### src/rtl/line_drawing_core.sv
// Bresenham line rasteriser: latches two endpoints on start, then emits one frame-buffer pixel write per cycle.
// Pixels outside the 640x480 screen are stepped through but not written. A sticky finish flag marks the end of the line.
module line_drawing_core #(
  parameter int WIDTH  = 13,
  parameter int H_RES  = 640,
  parameter int V_RES  = 480,
  parameter int ADDR_W = 19
) (
  input  logic              clk,
  input  logic              reset,
  input  logic              start,
  input  logic [WIDTH-1:0]  x0,
  input  logic [WIDTH-1:0]  y0,
  input  logic [WIDTH-1:0]  x1,
  input  logic [WIDTH-1:0]  y1,
  output logic              FB_WE,
  output logic [ADDR_W-1:0] FB_addr,
  output logic              color_out,
  output logic              sys_finish
);

  typedef enum logic [1:0] {IDLE, INIT, DRAW, DONE} state_t;

  localparam logic [WIDTH-1:0] H_LIM = WIDTH'(H_RES);
  localparam logic [WIDTH-1:0] V_LIM = WIDTH'(V_RES);
  localparam logic signed [WIDTH+1:0] ERR_ZERO = '0;

  state_t r_state, w_next;

  logic [WIDTH-1:0]        r_x0, r_y0, r_x1, r_y1, r_x, r_y;
  logic signed [WIDTH+1:0] r_dx, r_dy, r_err;
  logic                    r_sx_neg, r_sy_neg;

  logic [WIDTH-1:0]        w_dx_abs, w_dy_abs, w_x_nxt, w_y_nxt;
  logic signed [WIDTH+2:0] w_e2;
  logic signed [WIDTH+1:0] w_err_nxt;
  logic                    w_step_x, w_step_y, w_at_end, w_visible;
  logic [ADDR_W-1:0]       w_yw, w_addr;

  assign w_dx_abs  = (r_x1 > r_x0) ? (r_x1 - r_x0) : (r_x0 - r_x1);
  assign w_dy_abs  = (r_y1 > r_y0) ? (r_y1 - r_y0) : (r_y0 - r_y1);

  // e2 needs one extra bit over err so doubling never overflows
  assign w_e2      = $signed({r_err, 1'b0});
  assign w_step_x  = (w_e2 >= r_dy);
  assign w_step_y  = (w_e2 <= r_dx);
  assign w_err_nxt = r_err + (w_step_x ? r_dy : ERR_ZERO) + (w_step_y ? r_dx : ERR_ZERO);
  assign w_x_nxt   = w_step_x ? (r_sx_neg ? r_x - 1'b1 : r_x + 1'b1) : r_x;
  assign w_y_nxt   = w_step_y ? (r_sy_neg ? r_y - 1'b1 : r_y + 1'b1) : r_y;

  assign w_at_end  = (r_x == r_x1) && (r_y == r_y1);
  assign w_visible = (r_x < H_LIM) && (r_y < V_LIM);

  // y*640 as shift-and-add
  assign w_yw      = ADDR_W'(r_y);
  assign w_addr    = (w_yw << 9) + (w_yw << 7) + ADDR_W'(r_x);

  always_comb begin
    w_next = r_state;
    case (r_state)
      IDLE:    if (start) w_next = INIT;
      INIT:    w_next = DRAW;
      DRAW:    if (w_at_end) w_next = DONE;
      DONE:    if (start) w_next = INIT;
      default: w_next = IDLE;
    endcase
  end

  always_ff @(posedge clk or posedge reset) begin
    if (reset) begin
      r_state    <= IDLE;
      r_x0       <= '0;
      r_y0       <= '0;
      r_x1       <= '0;
      r_y1       <= '0;
      r_x        <= '0;
      r_y        <= '0;
      r_dx       <= '0;
      r_dy       <= '0;
      r_err      <= '0;
      r_sx_neg   <= 1'b0;
      r_sy_neg   <= 1'b0;
      FB_WE      <= 1'b0;
      FB_addr    <= '0;
      color_out  <= 1'b0;
      sys_finish <= 1'b0;
    end else begin
      r_state   <= w_next;
      FB_WE     <= 1'b0;
      color_out <= 1'b0;
      case (r_state)
        IDLE, DONE: begin
          if (start) begin
            r_x0       <= x0;
            r_y0       <= y0;
            r_x1       <= x1;
            r_y1       <= y1;
            sys_finish <= 1'b0;
          end else if (r_state == DONE) begin
            sys_finish <= 1'b1;
          end
        end
        INIT: begin
          r_dx     <= $signed({2'b00, w_dx_abs});
          r_dy     <= -$signed({2'b00, w_dy_abs});
          r_err    <= $signed({2'b00, w_dx_abs}) - $signed({2'b00, w_dy_abs});
          r_sx_neg <= !(r_x0 < r_x1);
          r_sy_neg <= !(r_y0 < r_y1);
          r_x      <= r_x0;
          r_y      <= r_y0;
        end
        DRAW: begin
          // off-screen pixels still consume a cycle but leave the address untouched
          if (w_visible) begin
            FB_WE     <= 1'b1;
            color_out <= 1'b1;
            FB_addr   <= w_addr;
          end
          if (!w_at_end) begin
            r_x   <= w_x_nxt;
            r_y   <= w_y_nxt;
            r_err <= w_err_nxt;
          end
        end
        default: ;
      endcase
    end
  end

endmodule

### config.mk
export PLATFORM = sky130hd
export DESIGN_NAME = line_drawing_core
export DESIGN_NICKNAME = d
export VERILOG_FILES = /design/src/rtl/line_drawing_core.sv
export SDC_FILE = /design/constraint.sdc
export NUM_CORES = 1
export LEC_CHECK = 0
export ABC_AREA = 1
export CAP_MARGIN = 0
export CORE_ASPECT_RATIO = 0.6
export CORE_MARGIN = 1
export CORE_UTILIZATION = 56
export DETAILED_ROUTE_END_ITERATION = 16
export GPL_ROUTABILITY_DRIVEN = 0
export PLACE_DENSITY = 0.78
export SETUP_SLACK_MARGIN = 0.4
export SYNTH_ARGS = -nofsm -noshare
export SYNTH_HDL_FRONTEND = slang
export SYNTH_SLANG_ARGS = --single-unit
### constraint.sdc
create_clock -name clk -period 4.7 [get_ports clk]
set_clock_uncertainty 0.1 [all_clocks]
set_input_delay 0.94 -clock clk [delete_from_list [all_inputs] [get_ports clk]]
set_output_delay 0.94 -clock clk [all_outputs]
set_load 0.05 [all_outputs]
Word level (Yosys, flattened, before mapping). Cells that the tools add are included.

Reduce and logical (&&, ||, !) cells: 15. Muxes and demuxes: 21. Add/sub/neg operators: 14. Order comparisons: 8. Eq/ne operators: 10.

Operators by type and width (number): two-way mux 13 bit (9); one-hot mux 13 bit (2 select lines) (2); subtractor 13 bit (4); two-way mux 15 bit (2); one-hot mux 15 bit (2 select lines) (1); adder 13 x 1 -> 13 bit, second input constant (2); == test 13 bit (2); > comparator 13 bit (2); less-than comparator 13 bit (2); subtractor 13 x 1 -> 13 bit, second input constant (2); adder 19 x 13 -> 19 bit (1); adder 19 bit (1); greater-or-equal comparator 16 x 15 -> 1 bit (1); less-or-equal comparator 16 x 14 -> 1 bit (1); adder 15 x 14 -> 15 bit (1); adder 15 bit (1); negation 13 -> 15 bit (1); subtractor 13 x 13 -> 14 bit (1); less-than comparator 13 x 10 -> 1 bit, second input constant (1); less-than comparator 13 x 9 -> 1 bit, second input constant (1); AND reduction 2 bit (5); inequality test 2 bit, second input constant (4); one-hot mux 2 bit (3 select lines) (1); AND reduction 3 bit (2); 10 further kinds (18).

Output and inout port bits: 22. Bits of input ports: 55. Register bits after elaboration: 146.

Depth between registers and ports, before layout. Gate-level depths: netlist of run 1.

Depth after elaboration: 6. Depth in mapped cells: 29. Gate-level depth less buffers: 27.

Worst setup path after synthesis of run 1. Ideal clock, no wire load.

Kind: register to register. Start: reg r_err[10]. End: reg r_err[8]. Period minus slack after synthesis: 3763 ps. Setup slack: 937 ps. Setup time: 82 ps. Stages on the path, launching flop included: 22. Data arrival time: 3581 ps. Data required time: 4518 ps. Path buffers: 1. Cells stage by stage: dfrtp_1 > ha_1 > a21oi_1 > o21ai_0 > a21oi_1 > nand2_1 > nand2_1 > nand2_1 > inv_1 > clkbuf_1 > nor2_1 > fa_1 > ha_1 > a21oi_1 > o21ai_0 > a21oi_1 > nor2_1 > o21ai_0 > nand2_1 > nand2_1 > nand3_1 > a31oi_1.

Word-level cells in the longest chain between the ends: 6. Elaborated cells between the ends (all ways): 8.

RTL lines: start, declared (line 31) `logic signed [WIDTH+1:0] r_dx, r_dy, r_err;`; start signal, assigned (line 106) `r_err <= $signed({2'b00, w_dx_abs}) - $signed({2'b00, w_dy_abs});`; start signal, assigned (line 122) `r_err <= w_err_nxt;`; greater-or-equal comparator 16 x 15 -> 1 bit (line 45) `assign w_step_x = (w_e2 >= r_dy);`; two-way mux 15 bit (line 47) `assign w_err_nxt = r_err + (w_step_x ? r_dy : ERR_ZERO) + (w_step_y ? r_dx : ERR_ZERO);`; adder 15 bit (line 47); adder 15 x 14 -> 15 bit (*) (line 47); two-way mux 15 bit (*) (line 119) `if (!w_at_end) begin`; one-hot mux 15 bit (2 select lines) (*) (line 91) `case (r_state)`.

Mark *: on every way between the ends. The rest lies on a longest branch, timed or not. The select of a mux whose other input is x is not followed. A chain may end at the register's enable or synchronous reset.

Worst setup path after layout of run 1.
Start: reg r_err[11]. End: reg r_err[10].

Same word-level chain as after synthesis.

==> results.txt, run 1 <==
* Status: completed
- Dividing the detail-routed via count by the number of cells gives 5.892.
- Input and output buffers added on the ports amount to 76.
- Minimum clock period: 4172 ps
* Leading post-synthesis cells by cell area: dfrtp_1 (27%), nand2_1 (14%), ha_1 (14%)
- The pre-antenna-repair detailed-routing pass consisted of 8 iterations.
- DR iter-0 viols: 1,563
- The H-tree was split into 4 levels.
* Number of buffers on the longest clock path: 2
- For the worst setup path, the data required time is 4960 ps.
* Register area share after synthesis: 26.60%
- For this run, the post-layout net count is 2,294.
- At the worst endpoint, the arrival time is 4430 ps.
* Worst hold stages: 2
- The floorplan step defined a die boundary enclosing 0.02518 sq mm.
- The synthesized design devotes to its leading area cell type 26.60% of total area.
- The count of nets left with antenna violations once routing finished came out at 0.
* Total core area: 0.02357 sq mm
* Global-route total usage across every layer: 35.85%
- The number of cells on the worst reg-to-reg path is 20.
* Placed cell areas: 0.01487 sq mm
- Measured against its own limit, the worst slew margin works out to 30.41%.
* Synth Register Bits: 146
* Timing-limited maximum frequency: 239.7 MHz
- Of the cells placed in the final design, the portion with a size suffix greater than 1 is 7.466%.
* Post-synth net total: 2,223
- DRC violation count after routing: 0
- In the final routed layout, each cell accounts on average for 18.28 microns.
- Die boundary width: 204.2 microns
* Row count: 43
- Count of pins over their slew limit: 0
- Async set-or-reset flop fraction in the synthesized netlist: 100.0%
- R2R setup slack: 530 ps
* Class of the worst hold path: reg2reg
* Worst Setup End Kind: register
- The most common cell in the synthesized netlist is nand2_1.
- Setup violations remaining at the end of the flow were counted as 0.
- Setup repair after global routing could not meet its margin everywhere.
- Entering global routing, the biggest net connects 147 pins.
- Worst-Margin Slew: 1044 ps
- Wire length after detailed routing: 43,700 microns
- TritonCTS buffer count: 17
- Number of enable-type register cells in the synthesized netlist: 0
- CTS root buf: clkbuf_16
* Reg clk slew, reported paths: 70 ps
- The first global-routing pass estimated 69,000 microns of wire.
* Vert. Die Dim: 123.3 microns
- After layout, the worst path uses 88.77% of the clock period.
- The final count of hold timing violations is 0.
- Area overhead of the layout relative to synthesis: 13.71%
* Maximum fanout count along the critical path: 7
- Via total after detailed routing: 14,090
- Summed over all layers, the global routing overflow is 0.
- The HPWL after detailed placement is 33,770 microns.
- Counting every instance in the synthesized netlist gives 1,992.
- Counting every sink on the clock net gives 146.
- The clock reaches the later pin of the worst-skew pair after 470 ps.
* Synth Area per Inst: 6.895 sq um
- Yosys printed 0 warnings.
- After routing the design area is 0.01562 sq mm.
* I/O Pins: 77
* Number of global-route vias before repair: 12,850
* Most used flip-flop cell after synthesis: dfrtp_1
* Initial Utilization: 58.28%
- Yosys top cell by area: dfrtp_1
* Max-cap viol count: 0
- Type of the worst setup path: reg2reg
* Leading post-synthesis cells by instance count: nand2_1 (528), inv_1 (279), a21oi_1 (168), nor2_1 (167), ha_1 (150)
- TritonCTS clock tree: done
* Number of antenna diodes: 0
* Number of antenna violations at the first check in global routing: 0
- Post-synthesis instance area: 0.01373 sq mm
- The worst setup path is launched from a register.
- In this run, post-CTS hold repair placed 0 buffers.
- In this run, distinct cell masters in the synthesized netlist total 46.
-- cell type report --
class / instances / area (sq um)
Inverter: 283 / 1069
Sequential cell: 146 / 3659
Fill cell: 2049 / 7948
Clock inverter: 15 / 145.1
Multi-Input combinational cell: 1514 / 8952
Tap cell: 315 / 394.1
Timing Repair Buffer: 101 / 973.4
Clock buffer: 17 / 425.4
-- repair_timing --
| item | 4_1_cts | 5_1_grt |
|---|---|---|
| setup buffers | 3 | 1 |
| gates cloned | 0 | 0 |
| gates resized for setup | 5 | 48 |
| setup endpoints to repair | 12 | 11 |
| pin swaps | 1 | 2 |
-- cell usage in the layout (no fill, tap or decap), types with 7 or more instances in the layout --
cell,n
nand2_1,525
nand3_1,116
nor2_1,157
a21oi_1,163
or2_2,8
xor2_1,46
nor3_1,9
o21ai_0,127
o21bai_1,10
nor2_2,15
o22ai_1,8
o21ai_1,7
o2111ai_1,8
clkbuf_16,17
a21oi_2,8
inv_6,8
inv_1,275
clkdlybuf4s50_1,76
nand4_1,21
buf_4,23
nand2_2,22
dfrtp_1,142
nand2_4,10
xnor2_1,18
ha_1,144
fa_1,25
a31oi_1,17
-- worst paths after layout --
check                            from         end
max in group asynchronous       reset   r_err[14]
max reg2reg                 r_err[11]   r_err[10]
min reg2reg                FB_addr[5]  FB_addr[5]
min                        FB_addr[5]  FB_addr[5]
min in group asynchronous       reset      r_x[4]
max                         r_err[11]   r_err[10]
-- kinds of logic (layout without fill, tap and decap cells) --
kind of cell | after synthesis | in the layout | synth area share [%]
adders and majority gates | 176 | 176 | 17.45
DFF | 146 | 146 | 26.60
xor gates and xnor gates | 64 | 64 | 4.081
and+or+nand+nor | 906 | 906 | 28.06
AOI/OAI and AO/OA | 368 | 368 | 14.48
buffers and inverters | 332 | 416 | 9.319
-- metal layers --
metal	vias up	GRT usage (%)	share of wire (%)	routed length (microns)
met5	-	0	0	0
met4	0	9.282	2.0	888
met3	87	12.86	14	6159
met2	833	47.71	38	16720
met1	6578	53.70	46	19930
li1	6590	-	-	-
-- worst max-delay path, stage by stage, from the launching register on --
cell and delay [ps]:
dfrtp_2 470, ha_1 320, nand2_1 90, nor4_4 410
o21ai_1 150, nand4_1 130, nand3b_1 120, buf_4 190
nand2_1 60, inv_1 50, fa_1 470, ha_1 360
nand2_1 140, inv_1 60, nand2_1 50, and3_1 170
nand3_1 130, o21ai_0 350, nand2_1 110, nand2_1 90
nand2_1 50
-- sequential cells by signal, indices dropped and copies added, names as in the netlist, 2 cells and up --
register / count
r_dy: 15
r_state: 2
FB_addr: 19
r_err: 15
r_dx: 13
r_y: 13
r_x: 13
r_x0: 13
r_x1: 13
r_y0: 13
r_y1: 13
-- per-stage QoR --
step | cells | hold slack (ps) | util [%] | setup TNS [ps] | setup slack (ps)
floorplan | 1992 | 349.1 | - | 0 | 936.9
finish | 2391 | 379.4 | 66.27 | 0 | 527.8
detailed placement | 2355 | 364.4 | 63.08 | -49.88 | -31.17
global route | 2391 | 411.4 | 66.27 | 0 | 398.8
global placement | 2355 | 362.8 | 63.08 | 0 | 153.7
CTS | 2390 | 382.9 | 65.65 | 0 | 415.3
Power of run 1 is left out: the tool's default activity adds up to more than one toggle a clock period on the data nets, which glitch-free logic cannot reach.
==> inputs of run 2 (changes only) <==
- CTS_CLUSTER_SIZE: default -> 25
- PLACE_DENSITY: 0.78 -> 0.82
==> run 2 against run 1 <==
  * Global-route usage is 0.087 points lower
  * Flip-flop and latch count unchanged
  * Worst hold slack got worse by 0.89 ps
  * Maximum frequency is essentially flat
  * Highest routed layer unchanged
==> results.txt, run 2 (same netlist as run 1, synthesis figures left out) <==
* Reg clk slew, reported paths: 70 ps
* Number of global-route vias before repair: 13,190
- Via total after detailed routing: 14,320
- Final layout net count: 2,300
* Area overhead of the layout relative to synthesis: 14.65%
- At the later pin of the worst-skew pair, clock insertion delay measures 460 ps.
- Across the run, the number of max-cap violations was 0.
* Clock sink total: 146
- Most frequent standard cell in the layout excluding fill and tap cells: nand2_1
- For this design, the slowest cell found on the critical path is dfrtp_1.
- Number of antenna diodes: 0
- In this run the vertical extent of the chip is 123.3 microns.
* Capturing point of the worst reg2reg path: r_err[12]
- Depth of the CTS H-tree: 4
- In this run the deepest clock path goes through 2 buffers.
- Maximum fanout count along the critical path: 6
- Quantity of hold-fixing buffers added after cts: 0
- Count of endpoints failing setup in the final report: 0
- DR iter-0 viols: 1,931
* Global-route wire length before repair: 69,680 microns
- Status: completed
* DRC violation count after routing: 0
* Worst Setup End Kind: register
- In the routed layout, each cell is associated on average with a via count of 5.972.
- The register with the most flip-flops in the final layout is FB_addr.
- Highest-count cells in the layout ignoring fill and taps: nand2_1 (524), inv_1 (275), a21oi_1 (163)
- R2R setup slack: 530 ps
- Register-to-Register Path Depth: 21
- Share of the clock period used by the worst path: 88.70%
- Global routing used 35.77% of the available tracks across all layers.
- Unrepaired setup endpoints after global routing: yes
- Type of the worst setup path: reg2reg
- Input and output buffers added on the ports amount to 76.
- Placed cell areas: 0.01485 sq mm
- Post-detail-place hpwl: 33,420 microns
- The final count of hold timing violations was 0.
* Worst-Margin Slew: 972.0 ps
- Count of pins over their slew limit: 0
- For this run, the top clock speed supported by timing is 239.9 MHz.
- Critical Path AT: 4370 ps
- In the final routed layout, each cell accounts on average for 18.40 microns.
- Number of nets still failing antenna checks after routing: 0
- The register with the most flip-flops in the layout has 19 of them.
- STA puts the critical path data required time at 4900 ps.
- CTS root buf: clkbuf_16
- The core region is 0.02357 sq mm.
- The worst hold path belongs to the class reg2reg.
- The worst hold path passes through 2 cells.
* Regs by FF count: FB_addr (19), r_dy (15), r_err (15)
- The die is 204.2 microns wide.
- Once the floorplan was initialized, standard cells occupied 58.28% of the core.
- Minimum clock period: 4169 ps
* TritonCTS buffer count: 17
- TritonCTS clock tree: done
* Setup TNS Final: 0 ps
- Row count: 43
- For this run, the slowest stage of the critical path takes 500 ps.
- Area of all placed cells without fillers: 0.01575 sq mm
* Number of iterations in the first detailed-routing pass: 8
- After global routing the overflow that remains totals 0.
- Measured against its own limit, the worst slew margin works out to 35.20%.
- Worst slack after detailed placement: -54.54 ps
* Setup crit start kind: register
- Worst Hold Path EP: FB_addr[5]
* Number of antenna violations at the first check in global routing: 0
* Total Die Area: 0.02518 sq mm
- The worst hold path begins at FB_addr[5].
- In this run the count of I/O pins placed on the die edge is 77.
- Traced cell by cell, the critical path runs through ha_4 > nand2_1 > nor3_2 > nand2_1 > nand2_1 > nand2_1 > nand2_2 > clkinvlp_4 > buf_4 > nor2_1 > fa_1 > ha_1 > inv_1 > nor3_4 > nand3_1 > nand3_1 > nand2_1 > nand2_1 > a21oi_1 > o21ai_0 > a31oi_1.
* Maximum number of pins on one net before global-route repair: 147
- Fraction of layout instances using a drive strength above 1: 7.685%
- Startpoint of the worst-slack reg-to-reg timing path: r_err[14]
- Setup WS post-layout: 531.3 ps
* Wire length after detailed routing: 44,110 microns
- The most numerous cell type found on the critical path is nand2_1.
-- run 2: cell types whose count changed in the layout (fill, tap and decap cells not counted), sizes merged --
cell      change
inv           -8
buf           +6
clkbuf        +3
bufinv        +2
clkinvlp      +1
clkinv        +2
-- run 2: worst max path at each step --
stage                          from         to  slack, ps
after floorplan           r_err[10]   r_err[8]        940
after detailed placement   r_err[8]   r_err[8]        -50
after global placement     r_err[7]  r_err[13]        100
after global routing       r_dy[14]  r_err[12]        330
final                     r_err[14]  r_err[12]        530
after CTS                 r_err[14]   r_err[8]        420
-- run 2: final cells by class --
class                   count  area, sq um
clock buffers              20        446.7
repair buffers            107         1022
well taps                 315        394.1
flip-flops and latches    146         3656
inverters                 283         1072
fillers                  1973         7819
multi-input cells        1514         9000
clock inverters            12        155.1
-- run 2: what timing repair did --
action	CTS	global route
pin swaps	1	8
resized for setup	6	46
setup endpoints to repair	12	9
setup buffers	5	5
-- run 2: per-layer routing --
| layer | up-vias | part of all wire (%) | GRT usage (%) |
|---|---|---|---|
| li1 | 6599 | - | - |
| met1 | 6646 | 43 | 52.98 |
| met2 | 980 | 40 | 50.17 |
| met3 | 90 | 15 | 11.10 |
| met4 | 0 | 1.8 | 8.349 |
| met5 | - | 0 | 0 |
-- run 2: per-stage QoR --
stage / hold WS (ps) / utilization [%] / std cells
2_1_floorplan: 349.1 / - / 1992
3_5_place_dp: 367.6 / 63.03 / 2355
6_report: 378.5 / 66.82 / 2397
5_1_grt: 405.4 / 66.82 / 2397
4_1_cts: 386.4 / 65.80 / 2392
3_3_place_gp: 364.5 / 63.03 / 2355
-- run 2: critical path, delay by kind of cell, from the launching register on --
family,cells,cell delay (ps)
AOI/OAI and AO/OA,3,280
DFF,1,500
buffers and inverters,3,470
adders and majority gates,3,1150
and+or+nand+nor,12,1500
Power of run 2 is left out for the same reason.
